$ cat config.mk
export PLATFORM = sky130hd
export DESIGN_NAME = pipe_stage_skid
export DESIGN_NICKNAME = d
export VERILOG_FILES = /design/src/rtl/pipe_stage_skid.sv
export SDC_FILE = /design/constraint.sdc
export NUM_CORES = 1
export LEC_CHECK = 0
export BUFFER_PORTS_ARGS = -buffer_cell sky130_fd_sc_hd__buf_2
export CAP_MARGIN = 30
export CELL_PAD_IN_SITES_DETAIL_PLACEMENT = 2
export CELL_PAD_IN_SITES_GLOBAL_PLACEMENT = 2
export CORE_UTILIZATION = 35
export DETAILED_ROUTE_END_ITERATION = 16
export PLACE_DENSITY_LB_ADDON = 0.1
export SYNTH_ARGS = -nofsm -noshare
export SYNTH_HDL_FRONTEND = slang
export SYNTH_SLANG_ARGS = --single-unit
$ cat constraint.sdc
create_clock -name clk -period 3.9 [get_ports clk]
set_clock_uncertainty 0.15 [all_clocks]
set_input_delay 0.195 -clock clk [delete_from_list [all_inputs] [get_ports clk]]
set_output_delay 0.195 -clock clk [all_outputs]
set_load 0.02 [all_outputs]
$ cat src/rtl/pipe_stage_skid.sv
// rtl/pipe_stage_skid.sv - two-entry skid-buffered pipeline stage with stall statistics
module pipe_stage_skid #(
  parameter int DATA_W  = 32,
  parameter int CTRL_W  = 8,
  parameter int STALL_W = 16
) (
  input  logic               clk,
  input  logic               reset,
  input  logic               flush,
  input  logic               clr_stats,
  input  logic               in_valid,
  output logic               in_ready,
  input  logic [CTRL_W-1:0]  in_ctrl,
  input  logic [DATA_W-1:0]  in_data,
  output logic               out_valid,
  input  logic               out_ready,
  output logic [CTRL_W-1:0]  out_ctrl,
  output logic [DATA_W-1:0]  out_data,
  output logic [1:0]         occupancy,
  output logic [STALL_W-1:0] stall_count
);

  typedef enum logic [1:0] {
    ST_EMPTY = 2'd0,
    ST_ONE   = 2'd1,
    ST_FULL  = 2'd2
  } state_t;

  state_t              state_q, state_d;
  logic [DATA_W-1:0]   main_data_q, main_data_d;
  logic [CTRL_W-1:0]   main_ctrl_q, main_ctrl_d;
  logic [DATA_W-1:0]   skid_data_q, skid_data_d;
  logic [CTRL_W-1:0]   skid_ctrl_q, skid_ctrl_d;
  logic                in_ready_q, in_ready_d;
  logic [STALL_W-1:0]  stall_count_q, stall_count_d;

  logic main_valid;
  logic push;
  logic pop;

  assign main_valid = (state_q != ST_EMPTY);
  assign push       = in_valid & in_ready_q;
  assign pop        = main_valid & out_ready;

  always_comb begin
    state_d     = state_q;
    main_data_d = main_data_q;
    main_ctrl_d = main_ctrl_q;
    skid_data_d = skid_data_q;
    skid_ctrl_d = skid_ctrl_q;
    case (state_q)
      ST_EMPTY: begin
        if (push) begin
          state_d     = ST_ONE;
          main_data_d = in_data;
          main_ctrl_d = in_ctrl;
        end
      end
      ST_ONE: begin
        if (push && pop) begin
          main_data_d = in_data;
          main_ctrl_d = in_ctrl;
        end else if (push) begin
          state_d     = ST_FULL;
          skid_data_d = in_data;
          skid_ctrl_d = in_ctrl;
        end else if (pop) begin
          state_d = ST_EMPTY;
        end
      end
      ST_FULL: begin
        // in_ready is low here, so only a pop can move the state
        if (pop) begin
          state_d     = ST_ONE;
          main_data_d = skid_data_q;
          main_ctrl_d = skid_ctrl_q;
        end
      end
      default: state_d = ST_EMPTY;
    endcase
    if (flush) begin
      state_d = ST_EMPTY;
    end
  end

  // Registered ready: derived from next state so out_ready never reaches in_ready combinationally
  always_comb begin
    in_ready_d = (state_d != ST_FULL);
  end

  always_comb begin
    stall_count_d = stall_count_q;
    if (clr_stats) begin
      stall_count_d = '0;
    end else if (main_valid && !out_ready && (stall_count_q != {STALL_W{1'b1}})) begin
      stall_count_d = stall_count_q + 1'b1;
    end
  end

  always_ff @(posedge clk or posedge reset) begin
    if (reset) begin
      state_q       <= ST_EMPTY;
      main_data_q   <= '0;
      main_ctrl_q   <= '0;
      skid_data_q   <= '0;
      skid_ctrl_q   <= '0;
      in_ready_q    <= 1'b1;
      stall_count_q <= '0;
    end else begin
      state_q       <= state_d;
      main_data_q   <= main_data_d;
      main_ctrl_q   <= main_ctrl_d;
      skid_data_q   <= skid_data_d;
      skid_ctrl_q   <= skid_ctrl_d;
      in_ready_q    <= in_ready_d;
      stall_count_q <= stall_count_d;
    end
  end

  assign in_ready    = in_ready_q;
  assign out_valid   = main_valid;
  assign out_data    = main_data_q;
  assign out_ctrl    = main_valid ? main_ctrl_q : '0;
  assign occupancy   = state_q;
  assign stall_count = stall_count_q;

endmodule
==> impl_metrics.env <==
export IMPL_cts_hold_buf=42
export IMPL_setup_tns_final_ns=0
export IMPL_gr_usage_all_layers=0.202
export IMPL_leakage_uw=0.00287
export IMPL_vdd_ir_drop_max_mv=0.232
export IMPL_rr_startpoint="in_ready$_DFF_PP1_"
export IMPL_clk_latency_ns=0.35
export IMPL_yosysUniqueCellTypes=48
export IMPL_postSynthAreaPerCell_sq_um=11.6
export IMPL_viasPerCell=5.04
export IMPL_remaining_drc_errors=0
export IMPL_cp_startpoint="in_ready$_DFF_PP1_"
export IMPL_numClockSinks=99
export IMPL_pre_cts_slack_ns=1.49
export IMPL_r2r_slack_ns=1.51
export IMPL_start_util=0.358
export IMPL_first_iter_violations=100
export IMPL_p_per_area_nw_per_um2=460
export IMPL_setup_viol_count_final=0
export IMPL_post_route_min_period_ns=2.39
export IMPL_die_w_um=116
export IMPL_clk_pin_slew_ns=0.07
export IMPL_cts_setup_buffers=0
export IMPL_cts_resized=0
export IMPL_syn_to_final_growth_pct=31.2
export IMPL_end_kind="register"
export IMPL_endpoint="out_data[22]$_DFFE_PP0P_"
export IMPL_sequentialPowerShare=0.489
export IMPL_async_flop_share=1.00
export IMPL_first_pass_iters=4
export IMPL_root_buffer="clkbuf_16"
export IMPL_portBuffers=105
export IMPL_grt_max_degree=61
export IMPL_cp_required_ns=4.01
export IMPL_h_tree_depth=3
export IMPL_seq_area_frac_synth=0.549
export IMPL_multiInputGateArea_sq_um=1930
export IMPL_synth_cells=388
export IMPL_postLayoutSetupSlackWorst_ns=1.51
export IMPL_ys_flop_type="dfrtp_1"
export IMPL_io_pins=106
export IMPL_critPathArrivalTime_ns=2.50
export IMPL_rsz0062_at_grt="false"
export IMPL_slew_headroom=0.407
export IMPL_pwr_share_clk=0.309
export IMPL_ys_ff_latch=99
export IMPL_fillers=1319
export IMPL_maxCapViolations=0
export IMPL_grt_antenna_before_repair=0
export IMPL_syn_nets=435
export IMPL_r2r_end="out_data[22]$_DFFE_PP0P_"
export IMPL_synth_edf_count=0
export IMPL_finalHoldViolCount=0
export IMPL_holdWs_ns=0.0455
export IMPL_timing_fmax_mhz=418
export IMPL_fp_dieArea_sq_um=13400
export IMPL_nets=577
export IMPL_power_frac_comb=0.202
export IMPL_vias=3565
export IMPL_p_sw_frac=0.291
export IMPL_core_sq_um=12600
export IMPL_rows=41
export IMPL_switchingPower_uw=795
export IMPL_r2r_worst_path_cells=5
export IMPL_grt_pass1_wl_mm=20.2
export IMPL_routed_wl_mm=12.6
export IMPL_worst_slew_pin_transition_ns=0.883
export IMPL_ant_nets=0
export IMPL_critPathLaunchType="register"
export IMPL_ys_warn_count=0
export IMPL_hp_class="input port to register"
export IMPL_wl_per_cell_um=17.8
export IMPL_syn_area_sq_um=4520
export IMPL_drive_above_1_share=0.340
export IMPL_fp_dieH_um=116
export IMPL_cts_tree="done"
export IMPL_hpwl_mm=8.05
export IMPL_cts_buffers=9
export IMPL_maxSlewViolCount=0
export IMPL_finalWeightedCongestion=0.728
export IMPL_finalCritPeriodShare=0.613
export IMPL_p_int_uw=1930
export IMPL_gr_total_overflow=0
export IMPL_crit_type="register to register"
export IMPL_grt_pass1_vias=3817
export IMPL_regArea_sq_um=2480
export IMPL_crit_fanout=60
export IMPL_cts_path_max_buffers=2
export IMPL_outcome="finished clean"
export IMPL_n_antenna_cell=0
-- power by group through the flow --
stage / sequential (uW) / clock (uW) / combinational [uW]
final: 1330 / 844 / 551
after global routing: 1360 / 906 / 606
after CTS: 1330 / 871 / 557
after detailed placement: 1350 / 0 / 522
after global placement: 1340 / 0 / 498
after floorplan: 1390 / 0 / 281
-- kinds of logic after synthesis --
kind of cell	Yosys count	share of synthesized area
and+or+nand+nor	106	0.130
adders and majority gates	1	0.00277
DFF	99	0.549
muxes	84	0.198
AOI/OAI and AO/OA	72	0.0917
buffers and inverters	26	0.0291
-- worst max-delay path: stages (launching register included) --
cell and delay [ns]:
dfstp_2 0.54, nand2_1 0.18, o31ai_4 0.76, buf_12 0.34, nor2_1 0.11, a21oi_1 0.19
-- routing by layer --
metal	vias to the layer above	routed length [um]	track usage	part of all wire
met3	15	506	0.0418	0.040
met4	0	225	0.0846	0.018
met1	1807	5540	0.244	0.44
li1	1671	-	-	-
met2	72	6320	0.350	0.50
met5	-	0	0	0
-- cells in the mapped netlist (all sizes together), types with 2 or more instances --
master  instances  share of area
inv             4         0.0033
nor2b           3         0.0042
or4             4         0.0066
o21a            2         0.0033
nand4           6         0.0097
o21ai           7         0.0078
o31ai           5         0.0094
nand2           9         0.0075
dfrtp          98           0.54
mux2i          42          0.093
mux2           42           0.10
nand4b          2         0.0039
a21oi          52          0.059
or3             7          0.011
nor2           45          0.038
clkbuf          6         0.0050
nand3           7          0.011
nor4            4         0.0089
and2           10          0.014
buf            16          0.021
-- cell type report --
cell class,instances,area share
clock buffers,12,0.0416
clock inverters,4,0.00443
inverters,4,0.00296
multi-input cells,263,0.325
flip-flops and latches,99,0.418
well taps,172,0.0363
repair buffers,153,0.171
-- cells in the final DEF (no fill, tap or decap), types with 4 or more instances in the layout --
cell / instances
nand2_1: 9
nor2_1: 44
nand4_1: 5
mux2i_1: 42
and2_1: 10
o21ai_1: 6
a21oi_1: 50
clkbuf_16: 9
or3_2: 4
dfrtp_1: 98
o31ai_1: 4
nand3_1: 6
buf_2: 105
dlygate4sd3_1: 42
mux2_2: 39
buf_4: 4
or4_1: 4
-- sequential cells by signal, summed over array words and instances, names as in the netlist --
register and cells:
out_data 32, skid_data_q 32, stall_count 16, main_ctrl_q 8
skid_ctrl_q 8, occupancy 2, in_ready 1
-- worst min path at each step --
| stage | to | slack (ns) | cells after the start | from |
|---|---|---|---|---|
| 4_1_cts | in_ready$_DFF_PP1_ | 0.04 | 2 | out_ready |
| 6_report | in_ready$_DFF_PP1_ | 0.05 | 2 | out_ready |
| 2_1_floorplan | stall_count[3]$_DFFE_PP0P_ | 0.10 | 1 | clr_stats |
| 5_1_grt | in_ready$_DFF_PP1_ | 0.06 | 2 | out_ready |
| 3_5_place_dp | out_data[13]$_DFFE_PP0P_ | 0.12 | 2 | reset |
| 3_3_place_gp | out_data[13]$_DFFE_PP0P_ | 0.12 | 2 | reset |
-- metrics by stage --
stage               instances   util  instance area [sq um]  total power [uW]
finish                    707  0.470                   5930              2730
global route              707  0.470                   5930              2870
CTS                       707  0.470                   5930              2760
detailed placement        649  0.415                   5230              1870
global placement          648  0.413                   5210              1830
floorplan                 388      -                   4520              1680
Note: power is estimated with default switching activity, not from simulation.
